==> src/rtl/i2s_rx_if.sv <==
// rtl/i2s_rx_if.sv - I2S capture-side serial inputs and parallel sample outputs
// master drives the serial line (codec side), slave is the receiver.
interface i2s_rx_if #(
   parameter int SAMPLE_WIDTH = 16
);
   logic                    I2S_LRCLK;
   logic                    I2S_DOUT;
   logic [SAMPLE_WIDTH-1:0] left_sample;
   logic [SAMPLE_WIDTH-1:0] right_sample;
   logic                    sample_valid;
   logic                    frame_err;

   modport master (
      output I2S_LRCLK,
      output I2S_DOUT,
      input  left_sample,
      input  right_sample,
      input  sample_valid,
      input  frame_err
   );

   modport slave (
      input  I2S_LRCLK,
      input  I2S_DOUT,
      output left_sample,
      output right_sample,
      output sample_valid,
      output frame_err
   );
endinterface

==> src/rtl/i2s_rx.sv <==
// rtl/i2s_rx.sv - I2S serial-to-parallel receiver with frame sync and short-slot detection
// Words are MSB first; the bit sampled on an LRCLK edge cycle is the LSB of the previous slot.
module i2s_rx #(
   parameter int SAMPLE_WIDTH = 16,
   parameter int SLOT_MAX     = 64
) (
   input  logic    I2S_SCLK,
   input  logic    Reset,
   i2s_rx_if.slave bus
);
   localparam int CW = $clog2(SLOT_MAX + 1);
   localparam logic [CW-1:0] CNT_SAT  = CW'(SLOT_MAX);
   localparam logic [CW-1:0] CNT_SW   = CW'(SAMPLE_WIDTH);
   localparam logic [CW-1:0] CNT_LAST = CW'(SAMPLE_WIDTH - 1);

   typedef enum logic [1:0] {
      ST_SYNC  = 2'd0,
      ST_LEFT  = 2'd1,
      ST_RIGHT = 2'd2
   } state_t;

   state_t                  state_q, state_d;
   logic                    lr_q, lr_d;
   logic [CW-1:0]           cnt_q, cnt_d;
   logic [SAMPLE_WIDTH-2:0] shreg_q, shreg_d;
   logic [SAMPLE_WIDTH-1:0] left_q, left_d;
   logic [SAMPLE_WIDTH-1:0] right_q, right_d;
   logic                    valid_q, valid_d;
   logic                    err_q, err_d;
   logic                    left_done_q, left_done_d;

   logic                    edge_w;
   logic                    fall_w;
   logic                    shift_w;
   logic [SAMPLE_WIDTH-1:0] word_w;

   assign edge_w  = bus.I2S_LRCLK ^ lr_q;
   assign fall_w  = lr_q & ~bus.I2S_LRCLK;
   assign shift_w = (cnt_q < CNT_SW);
   assign word_w  = {shreg_q, bus.I2S_DOUT};

   always_comb begin
      state_d     = state_q;
      lr_d        = bus.I2S_LRCLK;
      cnt_d       = cnt_q;
      shreg_d     = shreg_q;
      left_d      = left_q;
      right_d     = right_q;
      valid_d     = 1'b0;
      err_d       = err_q;
      left_done_d = left_done_q;

      case (state_q)
         ST_SYNC: begin
            // Only a falling edge marks a clean start of a left slot.
            if (fall_w) begin
               cnt_d       = '0;
               left_done_d = 1'b0;
               state_d     = ST_LEFT;
            end
         end

         ST_LEFT, ST_RIGHT: begin
            if (shift_w) begin
               shreg_d = word_w[SAMPLE_WIDTH-2:0];
               cnt_d   = cnt_q + CW'(1);
            end else begin
               cnt_d = CNT_SAT;
            end

            if (shift_w && (cnt_q == CNT_LAST)) begin
               if (state_q == ST_LEFT) begin
                  left_d      = word_w;
                  left_done_d = 1'b1;
               end else begin
                  right_d     = word_w;
                  valid_d     = left_done_q;
                  left_done_d = 1'b0;
               end
            end

            // An edge before the word is complete means we lost framing.
            if (edge_w) begin
               if (cnt_q < CNT_LAST) begin
                  err_d       = 1'b1;
                  cnt_d       = CNT_SAT;
                  left_done_d = 1'b0;
                  state_d     = ST_SYNC;
               end else begin
                  cnt_d = '0;
                  if (state_q == ST_LEFT) begin
                     state_d = ST_RIGHT;
                  end else begin
                     left_done_d = 1'b0;
                     state_d     = ST_LEFT;
                  end
               end
            end
         end

         default: begin
            cnt_d       = CNT_SAT;
            left_done_d = 1'b0;
            state_d     = ST_SYNC;
         end
      endcase
   end

   always_ff @(posedge I2S_SCLK or posedge Reset) begin
      if (Reset) begin
         state_q     <= ST_SYNC;
         lr_q        <= 1'b0;
         cnt_q       <= CNT_SAT;
         shreg_q     <= '0;
         left_q      <= '0;
         right_q     <= '0;
         valid_q     <= 1'b0;
         err_q       <= 1'b0;
         left_done_q <= 1'b0;
      end else begin
         state_q     <= state_d;
         lr_q        <= lr_d;
         cnt_q       <= cnt_d;
         shreg_q     <= shreg_d;
         left_q      <= left_d;
         right_q     <= right_d;
         valid_q     <= valid_d;
         err_q       <= err_d;
         left_done_q <= left_done_d;
      end
   end

   assign bus.left_sample  = left_q;
   assign bus.right_sample = right_q;
   assign bus.sample_valid = valid_q;
   assign bus.frame_err    = err_q;
endmodule

==> src/flat_wrapper.sv <==
// flat-port wrapper written by rule: the top's interface ports become plain ports
module i2s_rx_flat 
#(
   parameter int SAMPLE_WIDTH = 16,
   parameter int SLOT_MAX     = 64
)
  (I2S_SCLK, Reset, bus_I2S_LRCLK, bus_I2S_DOUT, bus_left_sample, bus_right_sample, bus_sample_valid, bus_frame_err);
  i2s_rx_if #(.SAMPLE_WIDTH(SAMPLE_WIDTH)) bus_i ();
  input  logic I2S_SCLK;
  input  logic Reset;
  input wire logic [$bits(bus_i.I2S_LRCLK)-1:0] bus_I2S_LRCLK;
  input wire logic [$bits(bus_i.I2S_DOUT)-1:0] bus_I2S_DOUT;
  output wire logic [$bits(bus_i.left_sample)-1:0] bus_left_sample;
  output wire logic [$bits(bus_i.right_sample)-1:0] bus_right_sample;
  output wire logic [$bits(bus_i.sample_valid)-1:0] bus_sample_valid;
  output wire logic [$bits(bus_i.frame_err)-1:0] bus_frame_err;
  assign bus_i.I2S_LRCLK = bus_I2S_LRCLK;
  assign bus_i.I2S_DOUT = bus_I2S_DOUT;
  assign bus_left_sample = bus_i.left_sample;
  assign bus_right_sample = bus_i.right_sample;
  assign bus_sample_valid = bus_i.sample_valid;
  assign bus_frame_err = bus_i.frame_err;
  i2s_rx #(.SAMPLE_WIDTH(SAMPLE_WIDTH), .SLOT_MAX(SLOT_MAX)) u_core (.I2S_SCLK(I2S_SCLK), .Reset(Reset), .bus(bus_i));
endmodule
==> config.mk <==
export PLATFORM = sky130hd
export DESIGN_NAME = i2s_rx_flat
export DESIGN_NICKNAME = d
export VERILOG_FILES = /design/src/rtl/i2s_rx_if.sv /design/src/rtl/i2s_rx.sv /design/src/flat_wrapper.sv
export SDC_FILE = /design/constraint.sdc
export NUM_CORES = 1
export LEC_CHECK = 0
export CORE_ASPECT_RATIO = 1.25
export CORE_UTILIZATION = 55
export CTS_CLUSTER_DIAMETER = 120
export CTS_CLUSTER_SIZE = 28
export DETAILED_ROUTE_END_ITERATION = 7
export GPL_ROUTABILITY_DRIVEN = 0
export PLACE_DENSITY = 0.77
export REMOVE_ABC_BUFFERS = 1
export SLEW_MARGIN = 10
export SYNTH_ARGS = -nofsm -noshare
export SYNTH_HDL_FRONTEND = slang
export SYNTH_SLANG_ARGS = --single-unit
==> constraint.sdc <==
create_clock -name I2S_SCLK -period 3.5 [get_ports I2S_SCLK]
set_input_delay 0.875 -clock I2S_SCLK [delete_from_list [all_inputs] [get_ports I2S_SCLK]]
set_output_delay 0.875 -clock I2S_SCLK [all_outputs]
set_load 0.01 [all_outputs]
==> flow_summary.ini <==
[outcome]
status = complete, no violations

[sta]
min_period_ns = 2.31
skew_ns = 0.00896
tightestPinTransition_ns = 0.779
fin_tns_setup_ns = 0
clock.fmax_mhz = 433
layout_setup_ws_ns = 1.19
fin_crit_sh_pct = 66.0
drv_slew = 0
relSlewSlack_pct = 48.1
hold_violations = 0
hold_slack_ns = 0.463
final-setup-viol-count = 0
rsz0062_at_grt = no

[route]
dr.pass1.iters = 4
wl_per_cell_um = 16.3
num_vias = 1562
wl_mm = 4.62
ant_nets = 0
drt_iter0_markers = 59
drcViolationCount = 0
viasPerCell = 5.52

[cts]
clockBufferDepth = 2
hold_buffers = 0
htree_levels = 3
cts_resized = 0
cts_root_buf = clkbuf_8
numCtsBuffers = 9
clk_latency_ns = 0.35
clk_pin_slew_ns = 0.07
cts_setup_buffers = 0
clkSinkCount = 60
cts_tree = built

[hold_path]
hold_start = u_core.bus.frame_err$_DFFE_PP0P_
hold_class = reg2reg
min_path_cells = 1

[power]
p_int_mw = 1.45
peakVddDrop_uv = 395
p_switching_mw = 0.682
seqPwrFrac_pct = 43.2
p_sw_share_pct = 32.0
p_per_area_mw_per_mm2 = 664
leakage_nw = 1.60
power_frac_comb_pct = 25.2
clkPwrFrac_pct = 31.6

[worst_setup_path]
cp-end-kind = register
rr_worst_depth = 4
crit_fanout = 11
cp.arrival_ns = 2.53
path_class = in2reg
crit_required_ns = 3.72
r2r_start = u_core.state_q[0]$_DFFE_PP0P_
crit_path_start_kind = input pin
setup.worst_path.start = bus_I2S_LRCLK

[global_route]
busiest_layer = met2
grtUsageMet2_pct = 36.4
overflow = 0
grt_use_met1_pct = 24.2
grt_pass1_vias = 1639
grtUsageTotal_pct = 21.5
grt_max_degree = 61
use_met3_pct = 7.04
grt_pass1_wl_mm = 8.01
antenna_found_initial = 0

[placement]
dp_cells = 267
portBuffers = 37
dp_slack_ns = 0.835
post-dp-hpwl_mm = 3.06

[synth]
yosys.area_share.simple_pct = 7.44
synth_cells = 178
synth_top_cell_area_share_pct = 56.7
ys.flop_type = dfrtp_1
synth-seq-cells = 60
ys_types = 34
synthTopCellsByArea = dfrtp_1 (57%), mux2_2 (12%), mux2_4 (12%)
yosysMostFrequentCell = dfrtp_1
synth_area_mm2 = 0.00260
synth-compound-area-share_pct = 4.95
synth_xor_xnor_area_share_pct = 0
yosysTopAreaCell = dfrtp_1
netlist_top_cells_count = dfrtp_1 (59), mux2_2 (27), mux2_4 (20), nand2_1 (16), ha_1 (7)
syn_area_per_cell_um2 = 14.6
synth_fa_ha_area_share_pct = 3.36
synthMuxAreaShare_pct = 23.2
async_reset_ff_share_pct = 100
yosysWarnings = 0
synth_top_family_by_area = multiplexers
ys_seq_area_share_pct = 57.7
synth_edf_count = 0

[die]
die_area_mm2 = 0.00502
die_w_um = 63.6
io_pins = 38
start_util_pct = 58.4
coreArea_mm2 = 0.00446
row_count = 27
dieHeight_um = 78.9

[cells_and_area]
antenna_cells = 0
drive_gt1_share_pct = 32.4
fin_cells = 283
multiInputGateArea_mm2 = 0.00101
seqCellArea_mm2 = 0.00150
finalNetCount = 231
fillCellCount = 314
syn_to_final_growth_pct = 23.4
fin_util_pct = 72.1

[flow_run]
max-cap-violations = 0
==> power by group through the flow <==
stage	Sequential [mW]	Combinational [mW]	Clock (mW)
after detailed placement	0.934	0.533	0
final	0.921	0.538	0.674
after global placement	0.918	0.500	0
after CTS	0.921	0.538	0.684
after global routing	0.940	0.597	0.711
after floorplan	0.894	0.432	0
==> sequential cells by signal, indices dropped and copies added, names as in the netlist <==
signal and flops:
u_core.bus.left_sample 16, u_core.left_done_q 1, u_core.bus.frame_err 1, u_core.lr_q 1, u_core.bus.right_sample 16, u_core.state_q 2, u_core.bus.sample_valid 1, u_core.cnt_q 7
u_core.shreg_q 15
==> per-stage QoR <==
| step | cell area (µm²) | total power [mW] |
|---|---|---|
| after detailed placement | 3000 | 1.47 |
| after global routing | 3210 | 2.25 |
| after global placement | 3000 | 1.42 |
| after floorplan | 2540 | 1.33 |
| after CTS | 3210 | 2.14 |
| final | 3210 | 2.13 |
==> placed cells by master (no fill, tap or decap) <==
master           count
dfrtp_1             59
clkdlybuf4s50_1     37
mux2_2              27
mux2_4              20
nand2_1             16
clkbuf_8             9
ha_1                 7
inv_1                4
o21ai_0              4
nor3_1               3
nor4_1               3
clkinv_2             3
and2_1               2
nand3_1              2
nand2_4              2
a21o_2               2
a21oi_1              2
o41ai_1              2
bufinv_16            2
a41oi_1              1
a21o_1               1
or3_1                1
nor2_8               1
and3_1               1
nand2b_1             1
or2_2                1
nor2b_1              1
a311oi_1             1
a32oi_1              1
inv_2                1
o41ai_2              1
a31oi_1              1
o31ai_1              1
nor2_1               1
clkinvlp_4           1
clkinv_4             1
buf_12               1
dfstp_2              1
==> final timing paths <==
check	to	slack, ns
max	u_core.cnt_q[3]$_DFFE_PP0P_	1.19
min	u_core.bus.frame_err$_DFFE_PP0P_	0.46
max reg2reg	u_core.shreg_q[11]$_DFFE_PP0P_	1.31
min reg2reg	u_core.bus.frame_err$_DFFE_PP0P_	0.46
max in group asynchronous	u_core.cnt_q[6]$_DFFE_PP1P_	2.28
min in group asynchronous	u_core.bus.left_sample[2]$_DFFE_PP0P_	0.91
==> critical path, cell delays in order <==
cell and delay (ns):
clkdlybuf4s50_1 0.48, inv_1 0.05, ha_1 0.21, nor2b_1 0.58, nor4_1 0.17, nand2_1 0.11, o21ai_0 0.07
==> area by class of cell <==
class	count	area share, %
clock buffer	9	3.85
clock inverter	7	2.84
inverter	5	0.584
multi-input combinational	106	31.6
sequential	60	46.7
tap	58	2.26
timing repair buffer	38	12.1
==> cell families (layout without fill, tap and decap cells) <==
| logic type | after synthesis | count (layout) |
|---|---|---|
| muxes | 47 | 47 |
| buffers and inverters | 12 | 59 |
| DFF | 60 | 60 |
| AOI/OAI and AO/OA | 17 | 17 |
| and+or+nand+nor | 35 | 35 |
| adders and majority gates | 7 | 7 |
==> metal layers <==
layer	routed length, µm	vias to the layer above
met5	0	-
met3	176	11
met4	105	0
met2	2470	37
met1	1870	804
li1	-	710
Power figures use the tool's default switching activity.
